$ cat config.mk
export PLATFORM = sky130hd
export DESIGN_NAME = forward_ctrl
export DESIGN_NICKNAME = d
export VERILOG_FILES = /design/src/rtl/core_pkg.sv /design/src/rtl/forward_ctrl_fwd_compare.sv /design/src/rtl/forward_ctrl.sv
export SDC_FILE = /design/constraint.sdc
export NUM_CORES = 1
export LEC_CHECK = 0
export ABC_AREA = 1
export BUFFER_PORTS_ARGS = -buffer_cell sky130_fd_sc_hd__buf_2
export CORE_MARGIN = 8
export CORE_UTILIZATION = 45
export CTS_CLUSTER_SIZE = 16
export DETAILED_ROUTE_END_ITERATION = 10
export GPL_ROUTABILITY_DRIVEN = 0
export GPL_TIMING_DRIVEN = 0
export MAX_ROUTING_LAYER = met4
export RECOVER_POWER = 100
export SKIP_LAST_GASP = 1
export SYNTH_ARGS = -nofsm -noshare
export SYNTH_HDL_FRONTEND = slang
export SYNTH_HIERARCHICAL = 1
export SYNTH_SLANG_ARGS = --single-unit
export TNS_END_PERCENT = 50
$ cat constraint.sdc
create_clock -name clk -period 3.05 [get_ports clk]
set_input_delay 0.305 -clock clk [delete_from_list [all_inputs] [get_ports clk]]
set_output_delay 0.305 -clock clk [all_outputs]
set_load 0.005 [all_outputs]
$ cat src/rtl/core_pkg.sv
// core_pkg: shared types for the operand-forwarding controller.
//   fwd_sel_t    - select code for the ALU operand mux_3 (y0/y1/y2)
//   stage_info_t - destination/source info carried by one shadow stage
//   stage_hit    - "this stage produces register r" predicate
package core_pkg;

    localparam int REG_ADDR_W = 5;

    typedef enum logic [1:0] {
        FWD_REG = 2'b00,  // regfile value (y0)
        FWD_WB  = 2'b01,  // WB result (y1)
        FWD_MEM = 2'b10   // MEM/ALU result, load data muxed in (y2)
    } fwd_sel_t;

    typedef struct packed {
        logic                  valid;
        logic [REG_ADDR_W-1:0] rs1;
        logic [REG_ADDR_W-1:0] rs2;
        logic [REG_ADDR_W-1:0] rd;
        logic                  reg_write;
        logic                  mem_read;
    } stage_info_t;

    // x0 is hardwired to zero, so it is never a forwarding source.
    function automatic logic stage_hit(stage_info_t s, logic [REG_ADDR_W-1:0] r);
        return s.valid && s.reg_write && (s.rd != '0) && (s.rd == r);
    endfunction

endpackage

$ cat src/rtl/forward_ctrl_fwd_compare.sv
// fwd_compare: picks the operand source for one ALU input.
//   src   - source register index of the instruction in EX
//   mem_i - MEM shadow stage
//   wb_i  - WB shadow stage
//   sel   - mux_3 select; MEM beats WB since it holds the younger producer
module fwd_compare
    import core_pkg::*;
(
    input  logic [REG_ADDR_W-1:0] src,
    input  stage_info_t           mem_i,
    input  stage_info_t           wb_i,
    output fwd_sel_t              sel
);

    always_comb begin
        sel = FWD_REG;
        if (stage_hit(mem_i, src)) begin
            sel = FWD_MEM;
        end else if (stage_hit(wb_i, src)) begin
            sel = FWD_WB;
        end
    end

    // Source fields and the load flag are not needed past EX.
    logic unused_fields;
    assign unused_fields = ^{mem_i.rs1, mem_i.rs2, mem_i.mem_read,
                             wb_i.rs1, wb_i.rs2, wb_i.mem_read};

endmodule

$ cat src/rtl/forward_ctrl.sv
// forward_ctrl: operand-forwarding and load-use hazard control.
// Tracks EX/MEM/WB destination info in a shadow pipeline and drives the two
// ALU operand mux selects plus a one-cycle load-use stall.
//   clk, reset            - core clock, synchronous active-high reset
//   id_*                  - instruction currently in ID
//   flush                 - taken branch/jump in EX; kills the ID instruction
//   stall                 - load-use hazard: hold PC and IF/ID, bubble EX
//   fwd_a_sel, fwd_b_sel  - operand A/B mux_3 selects (00 reg, 01 WB, 10 MEM)
//   ex_busy               - EX shadow stage holds a valid instruction
module forward_ctrl #(
    parameter int REG_ADDR_W = 5,
    parameter int NUM_STAGES = 3
) (
    input  logic                  clk,
    input  logic                  reset,
    input  logic                  id_valid,
    input  logic [REG_ADDR_W-1:0] id_rs1,
    input  logic [REG_ADDR_W-1:0] id_rs2,
    input  logic [REG_ADDR_W-1:0] id_rd,
    input  logic                  id_reg_write,
    input  logic                  id_mem_read,
    input  logic                  flush,
    output logic                  stall,
    output logic [1:0]            fwd_a_sel,
    output logic [1:0]            fwd_b_sel,
    output logic                  ex_busy
);

    import core_pkg::*;

    localparam int EX  = 0;
    localparam int MEM = 1;
    localparam int WB  = 2;

    stage_info_t [NUM_STAGES-1:0] stg_q, stg_d;
    stage_info_t                  id_info;
    fwd_sel_t                     sel_a, sel_b;

    assign id_info = '{valid:     id_valid,
                       rs1:       id_rs1,
                       rs2:       id_rs2,
                       rd:        id_rd,
                       reg_write: id_reg_write,
                       mem_read:  id_mem_read};

    // A load in EX whose rd is read by ID cannot be forwarded in time; the
    // consumer waits one cycle. A flush kills the consumer, so no stall.
    always_comb begin
        stall = id_valid && stg_q[EX].valid && stg_q[EX].mem_read &&
                (stg_q[EX].rd != '0) &&
                ((stg_q[EX].rd == id_rs1) || (stg_q[EX].rd == id_rs2)) &&
                !flush;
    end

    // Older stages always advance; only the EX entry choice depends on
    // flush/stall (both insert a bubble).
    always_comb begin
        stg_d = stg_q;
        for (int s = NUM_STAGES - 1; s > 0; s--) begin
            stg_d[s] = stg_q[s-1];
        end
        stg_d[EX] = (flush || stall) ? '0 : id_info;
    end

    always_ff @(posedge clk) begin
        if (reset) begin
            stg_q <= '0;
        end else begin
            stg_q <= stg_d;
        end
    end

    fwd_compare u_cmp_a (
        .src   (stg_q[EX].rs1),
        .mem_i (stg_q[MEM]),
        .wb_i  (stg_q[WB]),
        .sel   (sel_a)
    );

    fwd_compare u_cmp_b (
        .src   (stg_q[EX].rs2),
        .mem_i (stg_q[MEM]),
        .wb_i  (stg_q[WB]),
        .sel   (sel_b)
    );

    assign fwd_a_sel = sel_a;
    assign fwd_b_sel = sel_b;
    assign ex_busy   = stg_q[EX].valid;

endmodule
==> load_flow_metrics.sql, run 1 <==
INSERT INTO impl_metrics (metric_group, metric, value, unit) VALUES
('status', 'run_status', 'finished, final reports clean', ''),
('timing', 'final.setup_skew', '0.004751', 'ns'),
('timing', 'finalSetupViolCount', '0', ''),
('floorplanning', 'die_area', '5633', 'µm²'),
('clock_tree', 'tritoncts', 'done', ''),
('drt', 'finalWirelength', '3193', 'µm'),
('worst_setup_path', 'critical_path.most_common_cell', 'sky130_fd_sc_hd__nand2_1', ''),
('floorplanning', 'fp.dieH', '75.05', 'µm'),
('clock_tree', 'cts.reportedPaths.clkPinSlew', '0.09', 'ns'),
('grt', 'antenna_found_initial', '0', ''),
('timing', 'maxSlewViolCount', '0', ''),
('timing', 'final_critical_path_share_of_the_clock_period', '60.33', '%'),
('drt', 'antenna_violating_nets_post_route', '0', ''),
('clock_tree', 'cts_hold_repair.buffers', '0', ''),
('clock_tree', 'cts.root.buffer_cell', 'sky130_fd_sc_hd__clkbuf_4', ''),
('synth', 'netlist_instances', '263', ''),
('power_and_ir_drop', 'vdd_ir_drop_max', '0.0002707', 'V'),
('timing', 'grt_setup_unrepaired', 'no', ''),
('worst_setup_path', 'critical_path.cell_chain', 'inv_1 -> nand2_1 -> nand2_1 -> nor2_1 -> nand3_1 -> nand2_1 -> nand2_1 -> nand2_1 -> clkbuf_1 -> nor2_1', ''),
('timing', 'relSlewSlack', '66.73', '%'),
('drt', 'vias_per_cell', '4.167', ''),
('drt', 'vias', '1425', ''),
('synth', 'mean_post_synth_cell_area', '5.966', 'µm²'),
('drt', 'routedWlPerCell', '9.336', 'µm'),
('finish', 'post_route_cells_drive_above_1_share', '12.84', '%'),
('grt', 'grt_pass1_vias', '1302', ''),
('clock_tree', 'numCtsBuffers', '5', ''),
('synth', 'syn-cell-area', '1569', 'µm²'),
('clock_tree', 'htree_levels', '2', ''),
('timing', 'worstMarginPinSlew', '0.4991', 'ns'),
('timing', 'final.setup.tns', '0', 'ns'),
('drt', 'route.detailed.drc', '0', ''),
('worst_setup_path', 'crit_required', '3.24', 'ns'),
('drt', 'drtPass1Iterations', '4', ''),
('power_and_ir_drop', 'leakage', '0.9332', 'nW'),
('floorplanning', 'num_rows', '21', ''),
('finish', 'finish.net_count', '316', ''),
('drt', 'drt_first_iter_violations', '74', ''),
('grt', 'overflow', '0', ''),
('floorplanning', 'starting_density', '47.02', '%'),
('floorplanning', 'core-area', '3337', 'µm²'),
('clock_tree', 'cts_repair_resize_count', '0', ''),
('worst_setup_path', 'cp-end-kind', 'register', ''),
('power_and_ir_drop', 'power.density_cell_area', '431.8', 'nW/µm²'),
('finish', 'synthToLayoutAreaGrowth', '13.64', '%'),
('finish', 'final_cell_count_no_fill', '342', ''),
('grt', 'globalRouteTotalUtil', '13.22', '%'),
('placed_design', 'count_of_input_and_output_buffers', '25', ''),
('worst_setup_path', 'kind_of_start_point_of_the_critical_path', 'register', ''),
('timing', 'final_hold_viol_count', '0', ''),
('clock_tree', 'clock-sinks', '32', ''),
('job', 'cap_viol_max_count', '0', ''),
('synth', 'ys_warn_count', '6', ''),
('worst_setup_path', 'cp_data_arrival_time', '2.03', 'ns'),
('worst_setup_path', 'biggest_cell_delay_along_the_critical_path', '0.44', 'ns'),
('grt', 'grt_start_max_net_pins', '11', ''),
('worst_hold_path', 'holdCritPathClass', 'primary input to register', ''),
('floorplanning', 'die_w', '75.05', 'µm'),
('clock_tree', 'max-clock-path-buffers', '2', ''),
('placed_design', 'place.detailed.instances', '334', ''),
('timing', 'finalCriticalPeriod', '1.840', 'ns'),
('floorplanning', 'io_pins', '27', ''),
('clock_tree', 'post_cts_buffers', '0', ''),
('timing', 'max_clock_freq', '543.5', 'MHz'),
('worst_setup_path', 'critical_path_peak_fanout', '10', ''),
('clock_tree', 'clock_latency', '0.32', 'ns'),
('finish', 'number_of_inserted_diodes', '0', ''),
('worst_setup_path', 'cp_slowest_cell', 'sky130_fd_sc_hd__clkbuf_1', ''),
('worst_setup_path', 'critical_path_class', 'register to register', ''),
('synth', 'syn-num-nets', '284', ''),
('grt', 'wire_length_of_the_first_global_routing_pass', '5354', 'µm'),
('placed_design', 'place_hpwl', '2610', 'µm');
-- metrics by stage --
stage	area [µm²]	utilization (%)	hold slack [ns]	total power (W)	setup WS (ns)
floorplan	1569	-	0.3883	0.0005128	1.852
global placement	1752	52.49	0.4034	0.0005432	1.632
detailed placement	1752	52.49	0.3968	0.0005440	1.616
CTS	1810	54.26	0.1640	0.0007878	1.244
global route	1783	53.43	0.1673	0.0008200	0.9483
finish	1783	53.43	0.1827	0.0007698	1.210
-- state kept, by name, indices dropped and copies added (netlist names) --
signal,count
ex_busy,1
stg_d,24
stg_q,7
-- critical path, delay by kind of cell (launching register included) --
family / cells / cell delay (ns)
buf+inv: 2 / 0.51
flops: 1 / 0.41
simple gates: 8 / 0.78
-- cells in the final DEF (no fill, tap or decap) --
| cell | instances |
|---|---|
| sky130_fd_sc_hd__clkbuf_1 | 8 |
| sky130_fd_sc_hd__nand4_1 | 4 |
| sky130_fd_sc_hd__clkbuf_2 | 1 |
| sky130_fd_sc_hd__dfxtp_1 | 32 |
| sky130_fd_sc_hd__buf_2 | 21 |
| sky130_fd_sc_hd__clkbuf_4 | 5 |
| sky130_fd_sc_hd__nor2_1 | 59 |
| sky130_fd_sc_hd__inv_1 | 56 |
| sky130_fd_sc_hd__nor2_2 | 2 |
| sky130_fd_sc_hd__xnor2_1 | 2 |
| sky130_fd_sc_hd__buf_1 | 2 |
| sky130_fd_sc_hd__nand2_1 | 85 |
| sky130_fd_sc_hd__clkbuf_8 | 1 |
| sky130_fd_sc_hd__a21oi_1 | 4 |
| sky130_fd_sc_hd__inv_2 | 8 |
| sky130_fd_sc_hd__nand3_1 | 6 |
-- power breakdown --
part	total, W	switching [W]	internal, W
logic	0.0000849	0.0000489	0.0000361
clock network	0.000241	0.000127	0.000114
registers	0.000444	0.0000131	0.000431
total	0.000770	0.000189	0.000581
-- worst paths after layout --
check,slack (ns),start,depth (start not counted),to
worst max-delay path,1.21,stg_d[20],10,stg_d[31]
worst min-delay path,0.18,id_rd[4],3,stg_d[24]
worst max register to register,1.21,stg_d[20],10,stg_d[31]
worst min register to register,0.40,stg_d[19],2,stg_d[37]
-- per-layer routing --
layer | track usage, % | vias to the layer above | wire [µm]
met5 | - | - | 0
met4 | 7.174 | 0 | 70
met3 | 3.063 | 8 | 140
met2 | 20.15 | 33 | 1427
met1 | 15.68 | 578 | 1554
li1 | - | 806 | -
-- cell type report --
type / count / area (µm²)
buffer: 5 / 18.77
clock buffer: 8 / 58.81
fill: 390 / 1554
inverter: 64 / 240.2
multi-input combinational: 162 / 645.6
sequential: 32 / 640.6
tap: 46 / 57.56
timing repair buffer: 25 / 121.4
Note: power is estimated with default switching activity, not from simulation.
==> run 2, diff against run 1 <==
--- a/config.mk
+++ b/config.mk
@@ -5,7 +5,7 @@
 export SDC_FILE = /design/constraint.sdc
 export NUM_CORES = 1
 export LEC_CHECK = 0
-export ABC_AREA = 1
+export ABC_AREA = 0
 export BUFFER_PORTS_ARGS = -buffer_cell sky130_fd_sc_hd__buf_2
 export CORE_MARGIN = 8
 export CORE_UTILIZATION = 45
@@ -14,6 +14,7 @@
 export GPL_ROUTABILITY_DRIVEN = 0
 export GPL_TIMING_DRIVEN = 0
 export MAX_ROUTING_LAYER = met4
+export PLACE_DENSITY = 0.67
 export RECOVER_POWER = 100
 export SKIP_LAST_GASP = 1
 export SYNTH_ARGS = -nofsm -noshare
==> constraint.sdc (replaced) <==
create_clock -name clk -period 1.6 [get_ports clk]
set_input_delay 0.16 -clock clk [delete_from_list [all_inputs] [get_ports clk]]
set_output_delay 0.16 -clock clk [all_outputs]
set_load 0.005 [all_outputs]
==> run 2 against run 1 <==
  * Critical endpoint is now fwd_b_sel[0]
  * Highest routed layer unchanged
  * Sequential power rose by 92%
  * Largest cell class unchanged
  * The flow now finishes with violations (setup timing)
  * Critical path depth fell by 5
  * Via count fell by 20%
==> load_flow_metrics.sql, run 2 <==
INSERT INTO impl_metrics (metric_group, metric, value, unit) VALUES
('status', 'run_status', 'finished, violations left', ''),
('status', 'violated_checks', 'setup timing', ''),
('clock_tree', 'clock_latency', '0.33', 'ns'),
('timing', 'final.setup_skew', '0.006154', 'ns'),
('worst_setup_path', 'cp_slowest_cell', 'sky130_fd_sc_hd__dfxtp_4', ''),
('finish', 'number_of_inserted_diodes', '0', ''),
('drt', 'antenna_violating_nets_post_route', '0', ''),
('clock_tree', 'cts.root.buffer_cell', 'sky130_fd_sc_hd__clkbuf_4', ''),
('clock_tree', 'tritoncts', 'done', ''),
('floorplanning', 'core-area', '3003', 'µm²'),
('drt', 'drt_first_iter_violations', '27', ''),
('worst_setup_path', 'critical_path_peak_fanout', '5', ''),
('clock_tree', 'clock-sinks', '32', ''),
('placed_design', 'dpl-instance-area', '1568', 'µm²'),
('worst_setup_path', 'crit_required', '1.44', 'ns'),
('timing', 'final_critical_path_share_of_the_clock_period', '105.5', '%'),
('power_and_ir_drop', 'leakage', '0.6914', 'nW'),
('timing', 'relSlewSlack', '77.66', '%'),
('timing', 'final.setup.worst_slack', '-0.08857', 'ns'),
('placed_design', 'place_hpwl', '2357', 'µm'),
('finish', 'final_cell_count_no_fill', '218', ''),
('worst_setup_path', 'critical_path_class', 'register to output pin', ''),
('placed_design', 'place.detailed.instances', '206', ''),
('timing', 'max_clock_freq', '592.2', 'MHz'),
('worst_setup_path', 'kind_of_start_point_of_the_critical_path', 'register', ''),
('worst_hold_path', 'holdCritPathClass', 'primary input to register', ''),
('synth', 'syn-cell-area', '1401', 'µm²'),
('synth', 'netlist_instances', '148', ''),
('placed_design', 'count_of_input_and_output_buffers', '25', ''),
('drt', 'finalWirelength', '3311', 'µm'),
('clock_tree', 'numCtsBuffers', '5', ''),
('finish', 'final_cell_mix', '28 x sky130_fd_sc_hd__buf_2, 21 x sky130_fd_sc_hd__dfxtp_1, 20 x sky130_fd_sc_hd__nand2_1', ''),
('clock_tree', 'max-clock-path-buffers', '2', ''),
('grt', 'grt_start_max_net_pins', '11', ''),
('timing', 'maxSlewViolCount', '0', ''),
('finish', 'n_fill_cell', '272', ''),
('timing', 'grt_setup_unrepaired', 'yes', ''),
('finish', 'largest_register_ffs', '24', ''),
('job', 'cap_viol_max_count', '0', ''),
('grt', 'grt_pass1_vias', '1186', ''),
('clock_tree', 'htree_levels', '2', ''),
('timing', 'finalCriticalPeriod', '1.689', 'ns'),
('grt', 'overflow', '0', ''),
('power_and_ir_drop', 'vdd_ir_drop_max', '0.0005661', 'V'),
('power_and_ir_drop', 'power.density_cell_area', '844.8', 'nW/µm²'),
('grt', 'wire_length_of_the_first_global_routing_pass', '5237', 'µm'),
('synth', 'mean_post_synth_cell_area', '9.469', 'µm²'),
('floorplanning', 'starting_density', '46.67', '%'),
('worst_setup_path', 'cp-end-kind', 'output pin', ''),
('drt', 'vias_per_cell', '5.257', ''),
('grt', 'globalRouteTotalUtil', '13.80', '%'),
('synth', 'ys_warn_count', '6', ''),
('floorplanning', 'num_rows', '20', ''),
('timing', 'finalSetupViolCount', '5', ''),
('finish', 'finish.net_count', '205', ''),
('finish', 'final_cell_area', '1815', 'µm²'),
('clock_tree', 'cts.reportedPaths.clkPinSlew', '0.10', 'ns'),
('floorplanning', 'die_w', '71.81', 'µm'),
('worst_setup_path', 'critical_path.cell_chain', 'xnor2_2 -> nand3_2 -> a2111oi_4 -> nor3_2 -> buf_2', ''),
('drt', 'routedWlPerCell', '15.19', 'µm'),
('floorplanning', 'fp.dieH', '71.81', 'µm'),
('drt', 'route.detailed.drc', '0', ''),
('drt', 'drtPass1Iterations', '4', ''),
('synth', 'syn-num-nets', '169', ''),
('drt', 'vias', '1146', ''),
('worst_setup_path', 'cp_data_arrival_time', '1.53', 'ns'),
('floorplanning', 'die_area', '5156', 'µm²'),
('worst_setup_path', 'biggest_cell_delay_along_the_critical_path', '0.42', 'ns'),
('grt', 'antenna_found_initial', '0', ''),
('timing', 'worstMarginPinSlew', '0.3347', 'ns'),
('finish', 'post_route_cells_drive_above_1_share', '36.76', '%'),
('floorplanning', 'io_pins', '27', ''),
('finish', 'final_common_cell', 'sky130_fd_sc_hd__buf_2', ''),
('timing', 'final_hold_viol_count', '0', ''),
('finish', 'synthToLayoutAreaGrowth', '29.55', '%');
[run 2: metrics by stage]
| stage | setup slack, ns | hold WS, ns | power (W) | util, % | setup TNS [ns] |
|---|---|---|---|---|---|
| finish | -0.08857 | 0.02508 | 0.001534 | 60.46 | -0.3844 |
| CTS | -0.08657 | 0.002641 | 0.001525 | 57.04 | -0.3757 |
| detailed placement | 0.06578 | 0.3824 | 0.001034 | 52.21 | 0 |
| global route | -0.1848 | 0.02219 | 0.001616 | 60.46 | -0.8274 |
| floorplan | 0.3384 | 0.2761 | 0.0009771 | - | 0 |
| global placement | 0.1223 | 0.3788 | 0.001027 | 52.21 | 0 |
[run 2: power by group]
group	switching, W	total (W)	internal, W
registers	0.0000353	0.000853	0.000818
logic	0.0000979	0.000202	0.000104
clock network	0.000270	0.000479	0.000209
[run 2: final timing paths]
check             from            to  slack (ns)  cells past startpoint
max          stg_d[38]  fwd_b_sel[0]       -0.09                      5
min           id_rd[2]     stg_d[22]        0.03                      3
max reg2reg  stg_d[24]     stg_d[30]        0.18                      6
min reg2reg  stg_d[19]     stg_d[37]        0.45                      1
[run 2: worst max-delay path: cells and delay by family (launching register included)]
kind / cells / cell delay (ns)
flops: 1 / 0.42
simple gates: 2 / 0.19
compound gates: 1 / 0.33
xor+xnor: 1 / 0.13
buf+inv: 1 / 0.13
[run 2: repair_timing]
action | in CTS | in global routing
pin swaps | 7 | 10
resized for setup | 17 | 15
cloned | 0 | 0
setup buffers | 1 | 0
setup endpoints to repair | 5 | 5
hold buffers | 0 | 3
endpoints found under the hold margin | 0 | 3
[run 2: area by class of cell]
cell class / count / area (µm²) / area share, %
clock buffers: 6 / 51.30 / 2.826
clock inverters: 2 / 10.01 / 0.5513
flip-flops and latches: 32 / 666.9 / 36.73
repair buffers: 29 / 162.7 / 8.959
plain buffers: 7 / 37.54 / 2.068
multi-input cells: 105 / 830.8 / 45.76
inverters: 4 / 15.01 / 0.8270
well taps: 33 / 41.29 / 2.274
[run 2: per-layer routing]
layer,share of wire (%),wire [µm],up-vias,global-route usage [%]
met5,0,0,-,-
met4,4.9,163,0,8.617
met3,5.5,181,16,6.137
met2,50,1669,42,21.05
met1,39,1297,512,14.30
li1,-,-,576,-
